`config.mk`:
```
export PLATFORM = sky130hd
export DESIGN_NAME = systolic_feed_ctrl_flat
export DESIGN_NICKNAME = d
export VERILOG_FILES = /design/src/rtl/systolic_feed_ctrl_if.sv /design/src/rtl/systolic_feed_ctrl.sv /design/src/flat_wrapper.sv
export SDC_FILE = /design/constraint.sdc
export NUM_CORES = 1
export LEC_CHECK = 0
export BUFFER_PORTS_ARGS = -buffer_cell sky130_fd_sc_hd__buf_2
export CAP_MARGIN = 20
export CORE_ASPECT_RATIO = 1.5
export CORE_UTILIZATION = 55
export CTS_BUF_LIST = sky130_fd_sc_hd__clkbuf_4
export DETAILED_ROUTE_END_ITERATION = 7
export GPL_TIMING_DRIVEN = 1
export PLACE_DENSITY = 0.79
export SYNTH_ARGS = -nofsm -noshare
export SYNTH_HDL_FRONTEND = slang
export SYNTH_SLANG_ARGS = --single-unit
export TNS_END_PERCENT = 50
```
`constraint.sdc`:
```
create_clock -name i_clk -period 3.8 [get_ports i_clk]
set_input_delay 0.57 -clock i_clk [delete_from_list [all_inputs] [get_ports i_clk]]
set_output_delay 0.57 -clock i_clk [all_outputs]
set_load 0.005 [all_outputs]
```
`src/rtl/systolic_feed_ctrl_if.sv`:
```
// Command/status bundle between the host sequencer and the systolic feed controller.
interface systolic_feed_ctrl_if #(
  parameter int ROWS       = 3,
  parameter int ADDR_WIDTH = 2
);
  logic                  i_start;
  logic [ADDR_WIDTH:0]   i_len;
  logic                  o_busy;
  logic                  o_acc_clr;
  logic [ROWS-1:0]       o_rd;
  logic [ROWS-1:0]       o_valid;
  logic                  o_done;

  modport master (
    output i_start, i_len,
    input  o_busy, o_acc_clr, o_rd, o_valid, o_done
  );

  modport slave (
    input  i_start, i_len,
    output o_busy, o_acc_clr, o_rd, o_valid, o_done
  );
endinterface

```
`src/rtl/systolic_feed_ctrl.sv`:
```
// Sequences the skewed per-row input-buffer reads that feed the systolic array.
//
//   state   | meaning
//   --------+-----------------------------------------------------------
//   S_IDLE  | waiting for a start with a non-zero length
//   S_CLEAR | one cycle, accumulator clear issued
//   S_FEED  | t = 0..len+ROWS-2, row r reads while r <= t < r+len
//   S_DRAIN | DRAIN_CYCLES cycles for partial sums to flush
//   S_DONE  | one cycle, completion; a new start here chains directly
//
// All outputs are decoded from the current state and then registered, so
// they trail the state register by one cycle and are glitch-free.
module systolic_feed_ctrl #(
  parameter int ROWS         = 3,
  parameter int ADDR_WIDTH   = 2,
  parameter int DRAIN_CYCLES = 6
) (
  input  logic                 i_clk,
  input  logic                 i_rst,
  systolic_feed_ctrl_if.slave  bus
);

  localparam int DEPTH = 1 << ADDR_WIDTH;
  localparam int LW    = ADDR_WIDTH + 1;
  localparam int TW    = ADDR_WIDTH + 4;
  localparam int DW    = $clog2(DRAIN_CYCLES + 1);

  typedef enum logic [2:0] {
    S_IDLE,
    S_CLEAR,
    S_FEED,
    S_DRAIN,
    S_DONE
  } state_t;

  state_t          state, state_nxt;
  logic [LW-1:0]   len_q, len_nxt, len_sat;
  logic [TW-1:0]   t_q, t_nxt, t_last;
  logic [DW-1:0]   dcnt_q, dcnt_nxt;
  logic            accept;
  logic [ROWS-1:0] rd_dec;

  logic            busy_q;
  logic            acc_clr_q;
  logic            done_q;
  logic [ROWS-1:0] rd_q;
  logic [ROWS-1:0] valid_q;

  // Length clamp, last feed step and start qualification.
  always_comb begin
    len_sat = (bus.i_len > LW'(DEPTH)) ? LW'(DEPTH) : bus.i_len;
    t_last  = TW'(len_q) + TW'(ROWS) - TW'(2);
    // DONE also accepts a start so back-to-back runs have no idle gap.
    accept  = bus.i_start && (bus.i_len != '0) &&
              ((state == S_IDLE) || (state == S_DONE));
  end

  // Next-state and counter update.
  always_comb begin
    state_nxt = state;
    t_nxt     = t_q;
    dcnt_nxt  = dcnt_q;
    len_nxt   = len_q;
    case (state)
      S_IDLE: begin
        if (accept) begin
          state_nxt = S_CLEAR;
          len_nxt   = len_sat;
        end
      end
      S_CLEAR: begin
        state_nxt = S_FEED;
        t_nxt     = '0;
      end
      S_FEED: begin
        if (t_q == t_last) begin
          state_nxt = S_DRAIN;
          dcnt_nxt  = DW'(DRAIN_CYCLES - 1);
        end else begin
          t_nxt = t_q + TW'(1);
        end
      end
      S_DRAIN: begin
        if (dcnt_q == '0) state_nxt = S_DONE;
        else              dcnt_nxt  = dcnt_q - DW'(1);
      end
      S_DONE: begin
        if (accept) begin
          state_nxt = S_CLEAR;
          len_nxt   = len_sat;
        end else begin
          state_nxt = S_IDLE;
        end
      end
      default: state_nxt = S_IDLE;
    endcase
  end

  // Diagonal skew: row r reads on feed steps r .. r+len-1.
  always_comb begin
    rd_dec = '0;
    for (int r = 0; r < ROWS; r++) begin
      rd_dec[r] = (state == S_FEED) && (t_q >= TW'(r)) &&
                  (t_q < TW'(r) + TW'(len_q));
    end
  end

  // State and counter registers.
  always_ff @(posedge i_clk) begin
    if (i_rst) begin
      state  <= S_IDLE;
      t_q    <= '0;
      dcnt_q <= '0;
      len_q  <= '0;
    end else begin
      state  <= state_nxt;
      t_q    <= t_nxt;
      dcnt_q <= dcnt_nxt;
      len_q  <= len_nxt;
    end
  end

  // Registered outputs; valid tracks the one-cycle buffer read latency.
  always_ff @(posedge i_clk) begin
    if (i_rst) begin
      busy_q    <= 1'b0;
      acc_clr_q <= 1'b0;
      done_q    <= 1'b0;
      rd_q      <= '0;
      valid_q   <= '0;
    end else begin
      busy_q    <= (state != S_IDLE);
      acc_clr_q <= (state == S_CLEAR);
      done_q    <= (state == S_DONE);
      rd_q      <= rd_dec;
      valid_q   <= rd_q;
    end
  end

  assign bus.o_busy    = busy_q;
  assign bus.o_acc_clr = acc_clr_q;
  assign bus.o_done    = done_q;
  assign bus.o_rd      = rd_q;
  assign bus.o_valid   = valid_q;

endmodule

```
`src/flat_wrapper.sv`:
```
// flat-port wrapper written by rule: the top's interface ports become plain ports
module systolic_feed_ctrl_flat 
#(
  parameter int ROWS         = 3,
  parameter int ADDR_WIDTH   = 2,
  parameter int DRAIN_CYCLES = 6
)
  (i_clk, i_rst, bus_i_start, bus_i_len, bus_o_busy, bus_o_acc_clr, bus_o_rd, bus_o_valid, bus_o_done);
  systolic_feed_ctrl_if #(.ROWS(ROWS), .ADDR_WIDTH(ADDR_WIDTH)) bus_i ();
  input  logic i_clk;
  input  logic i_rst;
  input wire logic [$bits(bus_i.i_start)-1:0] bus_i_start;
  input wire logic [$bits(bus_i.i_len)-1:0] bus_i_len;
  output wire logic [$bits(bus_i.o_busy)-1:0] bus_o_busy;
  output wire logic [$bits(bus_i.o_acc_clr)-1:0] bus_o_acc_clr;
  output wire logic [$bits(bus_i.o_rd)-1:0] bus_o_rd;
  output wire logic [$bits(bus_i.o_valid)-1:0] bus_o_valid;
  output wire logic [$bits(bus_i.o_done)-1:0] bus_o_done;
  assign bus_i.i_start = bus_i_start;
  assign bus_i.i_len = bus_i_len;
  assign bus_o_busy = bus_i.o_busy;
  assign bus_o_acc_clr = bus_i.o_acc_clr;
  assign bus_o_rd = bus_i.o_rd;
  assign bus_o_valid = bus_i.o_valid;
  assign bus_o_done = bus_i.o_done;
  systolic_feed_ctrl #(.ROWS(ROWS), .ADDR_WIDTH(ADDR_WIDTH), .DRAIN_CYCLES(DRAIN_CYCLES)) u_core (.i_clk(i_clk), .i_rst(i_rst), .bus(bus_i));
endmodule
```
==> summary.md <==
| Metric | Value |
|---|---|
| Starting Density | `58.7%` |
| Pwr Density | `364 nW/um2` |
| Fmax | `390 MHz` |
| CTS H-tree depth | `1` |
| Hold_buf cts | `0` |
| Avg Vias per Cell | `6.16` |
| First-pass iteration count of the detailed router | `6` |
| Slew HR | `45.5%` |
| Area added between synthesis and finish | `9.11%` |
| Die Y | `65.0 um` |
| Arrival time worst endpoint | `2.78 ns` |
| Antenna diodes | `0` |
| Number of warnings issued by yosys | `0` |
| Critical Path Source Type | `flip-flop` |
| Vias after detailed routing | `1207` |
| Initial antenna violation count | `0` |
| Sequential fraction of the synthesis area | `33.0%` |
| Final nets | `201` |
| Crit path from | `u_core.len_q[0]$_SDFFE_PP0P_` |
| Syn nets | `187` |
| Flop pwr share | `48.1%` |
| Antenna-violating nets left | `0` |
| Final Skew | `0.00129 ns` |
| Row cnt | `22` |
| Distinct cells, synth | `42` |
| Comb power frac | `19.4%` |
| Maximum clock path buffer count | `2` |
| CTS tree | `built` |
| Cts repair resizes | `0` |
| Vias in the first global route | `1211` |
| Core Area | `2480 um2` |
| Num Clock Sinks | `24` |
| Area of the die | `2860 um2` |
| Tmin final | `2.56 ns` |
| Largest net degree at the start of global routing | `31` |
| P_leak | `0.000659 uW` |
| Wirelength, routed | `2.82 mm` |
| Clk pin slew, worst setup/hold paths | `0.13 ns` |
| Area post-placement | `1540 um2` |
| I/O Buffers | `14` |
| DP HPWL | `2.16 mm` |
| Status | `finished, final reports clean` |
| Internal power | `416 uW` |
| Die Wd | `44.0 um` |
| Switching Share | `28.0%` |
| Worst-Margin Slew | `0.807 ns` |
| Gate Count Post-Synth | `159` |
| Worst Hold Class | `flip-flop to flip-flop` |
| GP Congestion | `0.780` |
| Max-cap violations | `0` |
| Grt ovf | `0` |
| Mapped cell area | `1460 um2` |
| Final std cells w/o fill | `196` |
| Clock power frac | `32.5%` |
| I/O Pins | `15` |
| Synth Flop Type | `dfxtp_1` |
| Clk_lat worst skew | `0.32 ns` |
| FF-to-FF Start | `u_core.len_q[0]$_SDFFE_PP0P_` |
| Slew Viols, Final | `0` |
| WL/cell | `14.4 um` |
| Fin crit share | `67.5%` |
| Hold Vio Cnt, Final | `0` |
| Critical path capture point type | `flip-flop` |
| Largest fanout on the critical path | `6` |
| HP Start | `u_core.bus.o_rd[2]$_SDFF_PP0_` |
| DP Cell Count | `192` |
| Setup Total Neg Slack | `0 ns` |
| Total CTS buffers | `3` |
| Remaining DRCs | `0` |
| Root buf cell | `clkbuf_4` |
| Share of cells above drive strength 1 | `15.7%` |
| Critical path class | `flip-flop to flip-flop` |
| Fin area | `1590 um2` |
| First-pass GRT wire length | `4.86 mm` |
| Synthesized area per cell | `9.15 um2` |
| Async S/R FF share, synth | `0%` |
| Gr usage total | `22.2%` |
| Initial DRC count | `35` |
| Psw | `162 uW` |
| Worst path required time | `4.01 ns` |
| Post-synth EDFFs | `0` |
| # setup viols final | `0` |
| Synthesized flop and latch total | `24` |
| RSZ-0062 raised after global routing | `no` |
| Post-CTS setup buffer count | `0` |
| VDD IR max | `0.000287 V` |
| FILL cells | `202` |
-- power groups by stage --
stage                     combinational, uW  clock [uW]  sequential [uW]
after global placement                  108           0              283
after floorplan                        89.3           0              278
after detailed placement                112           0              284
after CTS                               113         188              278
final                                   112         188              278
after global routing                    129         201              281
-- cell type report --
class	instances	area, um2	area share, %
Clock inverter	1	30.0	1.89
Multi-Input combinational cell	118	910	57.3
Sequential cell	24	480	30.3
Tap cell	24	30.0	1.89
Clock buffer	3	22.5	1.42
Timing Repair Buffer	14	70.1	4.41
Inverter	12	45.0	2.84
-- stage by stage --
step / utilization (%) / hold WS [ns] / total power (uW) / setup slack, ns
2_1_floorplan: - / 0.452 / 368 / 1.48
3_3_place_gp: 62.0 / 0.450 / 391 / 1.39
3_5_place_dp: 62.0 / 0.458 / 396 / 1.27
4_1_cts: 64.1 / 0.477 / 579 / 1.26
5_1_grt: 64.1 / 0.486 / 610 / 1.08
6_report: 64.1 / 0.474 / 579 / 1.24
-- synth_stat cells, types with 3 or more instances --
master     n  area, um2
dfxtp_1   24        480
ha_1      22        275
nor2_1    13       48.8
inv_1     12       45.0
a21oi_1    7       35.0
nand2_1    7       26.3
nand2b_1   5       31.3
nand4b_1   5       43.8
nor2b_1    5       31.3
clkbuf_1   4       15.0
nand3_1    4       20.0
nor3_1     4       20.0
xor2_1     4       35.0
nor4b_1    3       26.3
o21ai_0    3       15.0
o21ai_1    3       15.0
-- cell families (layout without fill, tap and decap cells) --
logic type                 Yosys count  count (layout)  share of synthesized area [%]
adders and majority gates           22              22                           18.9
buffers and inverters               17              30                           4.47
and+or+nand+nor                     63              63                           26.5
xor gates and xnor gates             6               6                           3.61
DFF                                 24              24                           33.0
AOI/OAI and AO/OA                   27              27                           13.5
-- layer usage --
layer | part of all wire (%) | wire length [um] | track usage (%)
met3 | 2.0 | 55 | 2.79
met2 | 54 | 1520 | 40.7
met1 | 43 | 1210 | 23.7
met4 | 1.2 | 33 | 11.7
met5 | 0 | 0 | 0
-- placed cells by master, fill, tap and decap left out, types with 3 or more instances in the layout --
cell type,netlist,final
a21oi_1,7,7
buf_2,1,14
clkbuf_4,0,3
dfxtp_1,24,24
ha_1,22,22
inv_1,12,12
nand2_1,7,7
nand2b_1,5,5
nand3_1,4,4
nand4b_1,5,5
nor2_1,13,13
nor2b_1,5,5
nor3_1,4,4
nor4b_1,3,3
o21ai_0,3,3
o21ai_1,3,3
xor2_1,4,4
-- registers in the layout (all words and copies together), names as in the netlist --
| signal | flops |
|---|---|
| u_core.bus.o_acc_clr | 1 |
| u_core.bus.o_busy | 1 |
| u_core.bus.o_done | 1 |
| u_core.bus.o_rd | 3 |
| u_core.bus.o_valid | 3 |
| u_core.dcnt_q | 3 |
| u_core.len_q | 3 |
| u_core.state | 3 |
| u_core.t_q | 6 |
-- path summary, 6_finish.rpt --
| kind | slack (ns) | depth (start not counted) | end |
|---|---|---|---|
| worst max-delay path | 1.24 | 9 | u_core.t_q[5]$_SDFFE_PP0P_ |
| worst min-delay path | 0.47 | 1 | u_core.bus.o_valid[2]$_SDFF_PP0_ |
| worst max register to register | 1.24 | 9 | u_core.t_q[5]$_SDFFE_PP0P_ |
| worst min register to register | 0.47 | 1 | u_core.bus.o_valid[2]$_SDFF_PP0_ |
-- worst max-delay path, stage by stage, from the launching register on --
cell and delay (ns):
dfxtp_1 0.44, inv_1 0.09, ha_1 0.37, ha_1 0.24, ha_1 0.29, xor2_1 0.14, and2_1 0.17, and4_1 0.23
o21ai_1 0.33, o211ai_1 0.16
Power figures use the tool's default switching activity.
